## config.mk

```make
export PLATFORM = sky130hd
export DESIGN_NAME = id_operand_stage
export DESIGN_NICKNAME = d
export VERILOG_FILES = /design/src/rtl/id_operand_stage.sv
export SDC_FILE = /design/constraint.sdc
export NUM_CORES = 1
export LEC_CHECK = 0
export CAP_MARGIN = 25
export CORE_AREA = 2 2 143 145
export CTS_BUF_LIST = sky130_fd_sc_hd__clkbuf_8
export DETAILED_ROUTE_END_ITERATION = 7
export DIE_AREA = 0 0 145 147
export HOLD_SLACK_MARGIN = 0.05
export PLACE_DENSITY = 0.87
export SYNTH_ARGS = -nofsm -noshare
export SYNTH_HDL_FRONTEND = slang
export SYNTH_SLANG_ARGS = --single-unit
```

## constraint.sdc

```tcl
create_clock -name clk -period 3.1 [get_ports clk]
set_clock_uncertainty 0.2 [all_clocks]
set_input_delay 0.465 -clock clk [delete_from_list [all_inputs] [get_ports clk]]
set_output_delay 0.465 -clock clk [all_outputs]
set_load 0.01 [all_outputs]
```

## src/rtl/id_operand_stage.sv

```systemverilog
// ID-stage operand resolver across NUM_FWD forwarding channels, with load-use hazard detection.
// Registers the result into the ID/EX pipeline register with one cycle of latency.
module id_operand_stage #(
  parameter int DW          = 32,
  parameter int AW          = 5,
  parameter int OPW         = 8,
  parameter int SELW        = 3,
  parameter int NUM_FWD     = 2,
  parameter int LOAD_STAGES = 1
) (
  input  logic                  clk,
  input  logic                  rst,
  input  logic                  id_valid,
  input  logic [31:0]           id_pc,
  input  logic                  reg1_rd_en,
  input  logic                  reg2_rd_en,
  input  logic [AW-1:0]         reg1_addr,
  input  logic [AW-1:0]         reg2_addr,
  input  logic [DW-1:0]         reg1_data,
  input  logic [DW-1:0]         reg2_data,
  input  logic [DW-1:0]         imm,
  input  logic [OPW-1:0]        dec_aluop,
  input  logic [SELW-1:0]       dec_alusel,
  input  logic [AW-1:0]         dec_waddr,
  input  logic                  dec_wr_en,
  input  logic                  dec_is_load,
  input  logic [NUM_FWD-1:0]    fwd_wr_en,
  input  logic [NUM_FWD-1:0]    fwd_is_load,
  input  logic [NUM_FWD*AW-1:0] fwd_waddr,
  input  logic [NUM_FWD*DW-1:0] fwd_wdata,
  input  logic                  ex_stall,
  input  logic                  flush,
  output logic                  stall_req,
  output logic                  id_ready,
  output logic                  ex_valid,
  output logic [31:0]           ex_pc,
  output logic [DW-1:0]         ex_reg1,
  output logic [DW-1:0]         ex_reg2,
  output logic [OPW-1:0]        ex_aluop,
  output logic [SELW-1:0]       ex_alusel,
  output logic [AW-1:0]         ex_waddr,
  output logic                  ex_wr_en,
  output logic                  ex_is_load,
  output logic [15:0]           stall_cnt
);

  logic [1:0]    w_src_en;
  logic [AW-1:0] w_src_addr [2];
  logic [DW-1:0] w_src_data [2];
  logic [DW-1:0] w_opnd     [2];
  logic [1:0]    w_load_hit;
  logic          w_stall_req;
  logic          w_bubble;

  logic            r_ex_valid;
  logic [31:0]     r_ex_pc;
  logic [DW-1:0]   r_ex_reg1;
  logic [DW-1:0]   r_ex_reg2;
  logic [OPW-1:0]  r_ex_aluop;
  logic [SELW-1:0] r_ex_alusel;
  logic [AW-1:0]   r_ex_waddr;
  logic            r_ex_wr_en;
  logic            r_ex_is_load;
  logic [15:0]     r_stall_cnt;

  assign w_src_en      = {reg2_rd_en, reg1_rd_en};
  assign w_src_addr[0] = reg1_addr;
  assign w_src_addr[1] = reg2_addr;
  assign w_src_data[0] = reg1_data;
  assign w_src_data[1] = reg2_data;

  // Channels are scanned oldest-to-youngest so the lowest matching index is the last write.
  always_comb begin
    for (int n = 0; n < 2; n++) begin
      w_opnd[n]     = w_src_data[n];
      w_load_hit[n] = 1'b0;
      for (int i = NUM_FWD - 1; i >= 0; i--) begin
        if (fwd_wr_en[i] && (fwd_waddr[i*AW +: AW] == w_src_addr[n])) begin
          w_opnd[n]     = fwd_wdata[i*DW +: DW];
          w_load_hit[n] = (i < LOAD_STAGES) && fwd_is_load[i];
        end
      end
      if (!w_src_en[n]) begin
        w_opnd[n]     = imm;
        w_load_hit[n] = 1'b0;
      end else if (w_src_addr[n] == '0) begin
        w_opnd[n]     = '0;
        w_load_hit[n] = 1'b0;
      end
    end
  end

  assign w_stall_req = !rst && id_valid && (|w_load_hit);
  assign w_bubble    = flush || (!ex_stall && w_stall_req);

  assign stall_req = w_stall_req;
  assign id_ready  = !w_stall_req && !ex_stall;

  always_ff @(posedge clk) begin
    if (rst || w_bubble) begin
      r_ex_valid   <= 1'b0;
      r_ex_pc      <= '0;
      r_ex_reg1    <= '0;
      r_ex_reg2    <= '0;
      r_ex_aluop   <= '0;
      r_ex_alusel  <= '0;
      r_ex_waddr   <= '0;
      r_ex_wr_en   <= 1'b0;
      r_ex_is_load <= 1'b0;
    end else if (!ex_stall) begin
      r_ex_valid   <= id_valid;
      r_ex_pc      <= id_pc;
      r_ex_reg1    <= w_opnd[0];
      r_ex_reg2    <= w_opnd[1];
      r_ex_aluop   <= dec_aluop;
      r_ex_alusel  <= dec_alusel;
      r_ex_waddr   <= dec_waddr;
      r_ex_wr_en   <= dec_wr_en && id_valid;
      r_ex_is_load <= dec_is_load && id_valid;
    end
  end

  // Only cycles that actually insert a load-use bubble are counted.
  always_ff @(posedge clk) begin
    if (rst) begin
      r_stall_cnt <= '0;
    end else if (w_stall_req && !ex_stall && !flush && (r_stall_cnt != 16'hFFFF)) begin
      r_stall_cnt <= r_stall_cnt + 16'd1;
    end
  end

  assign ex_valid   = r_ex_valid;
  assign ex_pc      = r_ex_pc;
  assign ex_reg1    = r_ex_reg1;
  assign ex_reg2    = r_ex_reg2;
  assign ex_aluop   = r_ex_aluop;
  assign ex_alusel  = r_ex_alusel;
  assign ex_waddr   = r_ex_waddr;
  assign ex_wr_en   = r_ex_wr_en;
  assign ex_is_load = r_ex_is_load;
  assign stall_cnt  = r_stall_cnt;

endmodule

```

==> results of run 1 <==
power by group through the flow:
| stage | Sequential [uW] | Clock [uW] | Combinational [uW] |
|---|---|---|---|
| finish | 1770 | 1390 | 981 |
| CTS | 1770 | 1410 | 983 |
| global placement | 1810 | 0 | 963 |
| detailed placement | 1810 | 0 | 978 |
| floorplan | 1840 | 0 | 379 |
| global route | 1780 | 1500 | 1040 |
layout by cell type, fill, tap and decap left out, types with 3 or more instances in the layout:
cell type        synthesis  final
clkdlybuf4s50_1          0    369
dfxtp_1                131    131
a21oi_1                 94     94
mux2i_1                 81     81
inv_1                   70     71
o21ai_0                 69     69
nor2_1                  65     63
nand2_1                 54     54
a21o_1                  50     50
a221oi_2                46     46
buf_4                    5     31
a221oi_1                18     18
clkbuf_8                 0     17
xnor2_1                 14     14
a31o_2                  12     12
nand4_1                  9      9
buf_12                   0      9
or4_1                    8      8
or3_1                    7      7
o31ai_1                  6      6
inv_6                    0      6
xor2_1                   5      5
nor3_1                   4      4
nor4_1                   4      4
nor2b_1                  4      4
nand3_1                  5      4
diode_2                  0      3
sequential cells by signal, summed over array words and instances (netlist names), 3 cells and up:
signal     count
ex_reg2       32
ex_aluop       8
ex_alusel      3
ex_reg1       32
ex_waddr       5
stall_cnt     16
ex_pc         32
worst reg2reg max path, delay by kind of cell (launching register included):
kind	cells	cell delay, ps
AND/OR/NAND/NOR	5	1430
AO/OA/AOI/OAI	1	150
flip-flops	1	420
final timing paths:
kind                                    from             to  slack [ps]  cells past startpoint
worst max register to register  stall_cnt[3]  stall_cnt[15]         820                      6
worst max-delay path            reg1_addr[0]       id_ready         190                      8
worst min-delay path                ex_stall      ex_pc[10]         180                      3
worst min register to register   ex_reg1[15]    ex_reg1[15]         270                      2
kinds of logic after synthesis:
kind of cell	after synthesis	share of synthesized area
compound gates	307	0.311
xor+xnor	19	0.0226
fa+ha+maj	1	0.00170
buf+inv	143	0.0829
flops	131	0.357
mux	83	0.113
simple gates	172	0.112
routing by layer:
metal	global-route usage	share of wire	up-vias	wire length, um
li1	-	-	3805	-
met1	0.285	0.39	3718	10800
met2	0.450	0.49	389	13800
met3	0.0767	0.086	63	2400
met4	0.102	0.033	4	911
met5	0	0.00093	-	26
layout make-up:
class	count	area, um^2	area share
Timing Repair Buffer	412	4140	0.348
Sequential cell	131	2620	0.221
Inverter	70	263	0.0221
Clock buffer	17	234	0.0197
Tap cell	270	338	0.0285
Antenna cell	3	7.51	0.000633
Multi-Input combinational cell	582	4150	0.349
Clock inverter	15	121	0.0102
per-stage QoR:
step                      utilization  hold slack, ps  instance area (um^2)
after floorplan                     -             285                  7350
after global placement          0.580             253                 11500
after detailed placement        0.580             256                 11500
after CTS                       0.598             151                 11900
after global routing            0.598             168                 11900
final                           0.598             185                 11900
what timing repair did:
item                       in CTS  in global routing
buffers inserted                1                  0
setup endpoints to repair       2                  0
resized for setup               2                  0
==> run metrics, run 1 <==
max-slew violation count 0; unrepaired setup endpoints after global routing false; non-filler instance count after layout 1500; vias in the first global route 8107; Initial Utilization 0.371; CTS Sinks 131; CP Max Fanout 2; Core Area 19800 um^2; Num CTS Buffers 17; power share of the sequential group 0.428; nets ~1500; Synth Cell Area ~7400 um^2; WP data arrival 2240 ps; Slew @ Worst Pin 865 ps; Die Width approximately 150 um; # IOs approximately 370; P&R area growth vs syn 61.4%; Sw Share 0.304; CTS tree yes; HPWL Detailed 20600 um; DRC 0; initial antenna violation count 4; GRT Overall Usage 0.254; clock tree buffer depth 2; pre-CTS setup slack -63.5 ps; CTS root buf clkbuf_8; drt total wl around 28000 um; setup tns final 0 ps; endpoints failing hold 0; row count 52; status complete, no violations; largest delay contributor family on the critical path simple AND/OR/NAND/NOR gates; most common library cells after synthesis dfxtp_1 (131), a21oi_1 (94), mux2i_1 (81); Via density approximately 5.3; PortBufs 372; Inst Count DP 1464; Clk pwr share 0.335; Tcrit/Tclk final 0.938; hold buffer count at CTS 0; cell taking the most area after synthesis dfxtp_1; Main synth FF type dfxtp_1; Yosys reg bits around 130; Max Cap Viol 0; EDFF count, synth 0; pwr/cell area 349 nW/um^2; total power 4140 uW; H-tree lvl count 4; final setup vio count 0; net switching power 1260 uW; post-synth top area share 0.357; Synth cell types 46; drt pass-1 iters 5; Relative slew margins 0.423; cell repeated most along the worst path nor2_1; Final ANT Viol Nets 0; DR iter-0 viols 425; CP bufs+invs 2; largest cells by area after synthesis dfxtp_1 (36%), mux2i_1 (11%), a221oi_2 (9.4%); async set-reset flop share out of synthesis 0; ratio of cells with drive above 1 in the final layout 0.118; Synth Instances ~860; first-pass GRT wire length about 43000 um; largest net degree at the start of global routing roughly 100; Critical Path RT 2430 ps; CP max stage delay 550 ps; internal power approximately 2900 uW; Avg Cell Area, Syn 8.59 um^2; clock latency on the worst-skew pair 430 ps; Period minus WS final between 2000 and 3000 ps; top-count cell post-synth dfxtp_1; Peak VDD IR about 0.26 mV; die area 21300 um^2; fmax 344 MHz; CP max stage cell or4_1; Fillers 1700; WL per Instance 18.6 um; DR vias 7979; global route total overflow 0; GPL Wtd Cong 0.878; final setup margin 191 ps; CP Cell Sequence clkdlybuf4s50_1 -> or4_1 -> o21ai_1 -> nor3_2 -> nor2_4 -> nor2_1 -> nor2_1 -> dlygate4sd2_1; HP Class input pin to flip-flop; Worst setup SP type input pin; Synthesis Warnings 0; CP Capture Type primary output; Worst-path clk slew 90 ps; CP Class input pin to primary output; syn nets 1098; sequential cell area fraction in the yosys report 0.357; LEAKAGE 0.00436 uW; Die Y 147 um; logic gate share of total power 0.237
Power figures use the tool's default switching activity.
==> run 2: changes to the inputs <==
--- a/config.mk
+++ b/config.mk
@@ -12,6 +12,7 @@
 export DIE_AREA = 0 0 145 147
 export HOLD_SLACK_MARGIN = 0.05
 export PLACE_DENSITY = 0.87
+export SLEW_MARGIN = 15
 export SYNTH_ARGS = -nofsm -noshare
 export SYNTH_HDL_FRONTEND = slang
 export SYNTH_SLANG_ARGS = --single-unit
==> results of run 2 <==
The final DEF is identical to that of run 1; final timing and power are the same.
==> run 3: changes to the inputs <==
--- a/config.mk
+++ b/config.mk
@@ -5,13 +5,14 @@
 export SDC_FILE = /design/constraint.sdc
 export NUM_CORES = 1
 export LEC_CHECK = 0
+export ABC_AREA = 1
 export CAP_MARGIN = 25
-export CORE_AREA = 2 2 143 145
+export CORE_AREA = 2 2 146 148
 export CTS_BUF_LIST = sky130_fd_sc_hd__clkbuf_8
 export DETAILED_ROUTE_END_ITERATION = 7
-export DIE_AREA = 0 0 145 147
+export DIE_AREA = 0 0 148 150
 export HOLD_SLACK_MARGIN = 0.05
-export PLACE_DENSITY = 0.87
+export PLACE_DENSITY = 0.75
 export SLEW_MARGIN = 15
 export SYNTH_ARGS = -nofsm -noshare
 export SYNTH_HDL_FRONTEND = slang
==> run metrics, run 3 <==
Period minus WS final 2950 ps; Tcrit/Tclk final 0.950; post-synth top area share 0.362; fmax 339 MHz; setup tns final 0 ps; DR iter-0 viols 583; cell taking the most area after synthesis dfxtp_1; CP Class input pin to primary output; EDFF count, synth 0; LEAKAGE about 0.0048 uW; status complete, no violations; WP data arrival approximately 2300 ps; pre-CTS setup slack 72.5 ps; DRC 0; sequential cell area fraction in the yosys report 0.362; CP bufs+invs 2; Post-Synth Simple-Gate Area 0.277; row count 53; P&R area growth vs syn 61.0%; reg2reg start stall_cnt[0]; Via density 4.99; clock tree buffer depth 2; async set-reset flop share out of synthesis 0; logic gate share of total power 0.225; Max Cap Viol 0; CTS tree yes; initial antenna violation count 1; largest delay contributor family on the critical path buffers and inverters; CTS Sinks around 130; final setup vio count 0; Hold Startpoint ex_pc[5]; power share of the sequential group 0.429; PostCTS Resize Cnt 0; PortBufs 372; Synth Instances 1150; nets 1729; Core Area about 21000 um^2; drt pass-1 iters 5; GPL Wtd Cong 0.970; GRT Overall Usage 0.248; largest family of logic cells by synthesized area simple AND/OR/NAND/NOR gates; DR vias 8859; Synth cell types 33; HP Class flip-flop to flip-flop; Compound-Gate Fraction of Synth Area 0.255; global route total overflow 0; first-pass GRT wire length 43900 um; CP max stage cell clkdlybuf4s50_1; Critical Path RT 2430 ps; drt total wl 28400 um; CTS root buf clkbuf_8; CP max stage delay 550 ps; r2r setup slk 980 ps; ratio of cells with drive above 1 in the final layout 0.0573; Worst-path clk slew about 80 ps; Hold Path Cell Cnt 2; Clk pwr share 0.346; syn nets about 1400; Num CTS Buffers 17; HPWL Detailed 20400 um; post-CTS setup buffer count 0; largest net degree at the start of global routing 68; mux contribution to synthesized area 0; Initial Utilization 0.350; largest cells by area after synthesis dfxtp_1 (36%), nor2_1 (12%), nand2_1 (12%); Die Y 150 um; Worst setup SP type input pin; endpoints failing hold 0; WL per Instance 16.0 um; Avg Cell Area, Syn ~6.3 um^2; # IOs 374; Relative slew margins 0.642; worst r2r path cells 10; Main synth FF type dfxtp_1; Die Width 148 um; Slew @ Worst Pin ~540 ps; vias in the first global route between 8000 and 9000; Yosys reg bits ~130; clock latency on the worst-skew pair around 430 ps; internal power 2870 uW; CP Max Fanout 5; Peak VDD IR 0.200 mV; Synthesis Warnings 0; die area 22200 um^2; Synth Cell Area 7250 um^2; CP Capture Type primary output; Sw Share 0.304; net switching power 1250 uW; hold buffer count at CTS 0; final setup margin 154 ps; reg2reg end stall_cnt[15]; Synth Area in Adders 0.00173; H-tree lvl count 4; most frequent cells in the layout clkdlybuf4s50_1 (370), nor2_1 (239), nand2_1 (223), dfxtp_1 (131), a21oi_1 (118); CP Cell Sequence clkdlybuf4s50_1 -> a21oi_1 -> nand2_1 -> nor2_1 -> nand3_2 -> a21boi_2 -> clkdlybuf4s50_1; top-count cell post-synth nor2_1; unrepaired setup endpoints after global routing false; xor and xnor area share after synthesis 0.00483; cell repeated most along the worst path clkdlybuf4s50_1; most common library cells after synthesis nor2_1 (239), nand2_1 (227), dfxtp_1 (131); most common cell after layout, fill and taps aside clkdlybuf4s50_1; Final ANT Viol Nets 0; Hold Path End ex_pc[5]; max-slew violation count 0; pwr/cell area 353 nW/um^2
[run 3: changes by cell type in the layout (fill, tap and decap cells not counted), moves of 22 or more]
cell      change
nor2_1      +176
nand2_1     +169
mux2i_1      -81
o211ai_1     +65
a21o_1       -50
a221oi_2     -46
o21ai_0      +37
a21oi_1      +24
inv_1        +22
nand3_1      +22
o21ai_1      +22
[run 3: cell type report]
class                   count  area [um^2]
repair buffers            394         4010
well taps                 275          344
flip-flops and latches    131         2620
diodes                      1         2.50
clock inverters            14          134
fillers                  1988         9020
inverters                 102          385
clock buffers              18          248
multi-input cells         841         3920
[run 3: how the worst max path moves through the flow]
stage               depth (start not counted)  slack [ps]          from   endpoint
floorplan                                   6        1060  reg2_addr[1]   id_ready
global placement                            8          70  reg2_addr[2]  stall_req
detailed placement                          8          70  reg2_addr[2]  stall_req
CTS                                         8          60  reg2_addr[2]  stall_req
global route                                8          50  fwd_waddr[0]  stall_req
finish                                      7         150  reg2_addr[3]  stall_req
[run 3: power groups by stage]
stage / Combinational, uW / Clock, uW / Sequential (uW)
finish: 929 / 1430 / 1770
global route: 1020 / 1550 / 1780
CTS: 929 / 1480 / 1770
detailed placement: 924 / 0 / 1810
global placement: 916 / 0 / 1810
floorplan: 344 / 0 / 1830
[run 3: cells by family (layout without fill, tap and decap cells)]
logic type               count (synthesis)  in the layout
flip-flops                             131            131
AND/OR/NAND/NOR                        508            508
other                                    0              1
buffers and inverters                  178            528
XOR/XNOR                                 4              4
AO/OA/AOI/OAI                          328            328
adder cells (fa/ha/maj)                  1              1
[run 3: stage by stage]
| stage | std cells | power, uW | hold slack, ps | instance area (um^2) | utilization |
|---|---|---|---|---|---|
| 5_1_grt | 1775 | 4340 | 286 | 11700 | 0.564 |
| 2_1_floorplan | 1150 | 2180 | 288 | 7250 | - |
| 4_1_cts | 1775 | 4170 | 268 | 11700 | 0.564 |
| 6_report | 1776 | 4120 | 266 | 11700 | 0.564 |
| 3_3_place_gp | 1743 | 2720 | 251 | 11300 | 0.545 |
| 3_5_place_dp | 1743 | 2730 | 255 | 11300 | 0.545 |
[run 3: metal layers]
| layer | track usage | vias up | share of wire |
|---|---|---|---|
| met2 | 0.403 | 421 | 0.48 |
| met1 | 0.312 | 3946 | 0.41 |
| met3 | 0.0662 | 68 | 0.085 |
| met5 | 0 | - | 0 |
| li1 | - | 4424 | - |
| met4 | 0.104 | 0 | 0.032 |
[run 3: worst reg2reg max path, delay by kind of cell, from the launching register on]
kind | cells | cell delay (ps)
flops | 1 | 400
buf+inv | 1 | 80
fa+ha+maj | 1 | 210
compound gates | 1 | 150
simple gates | 7 | 1000
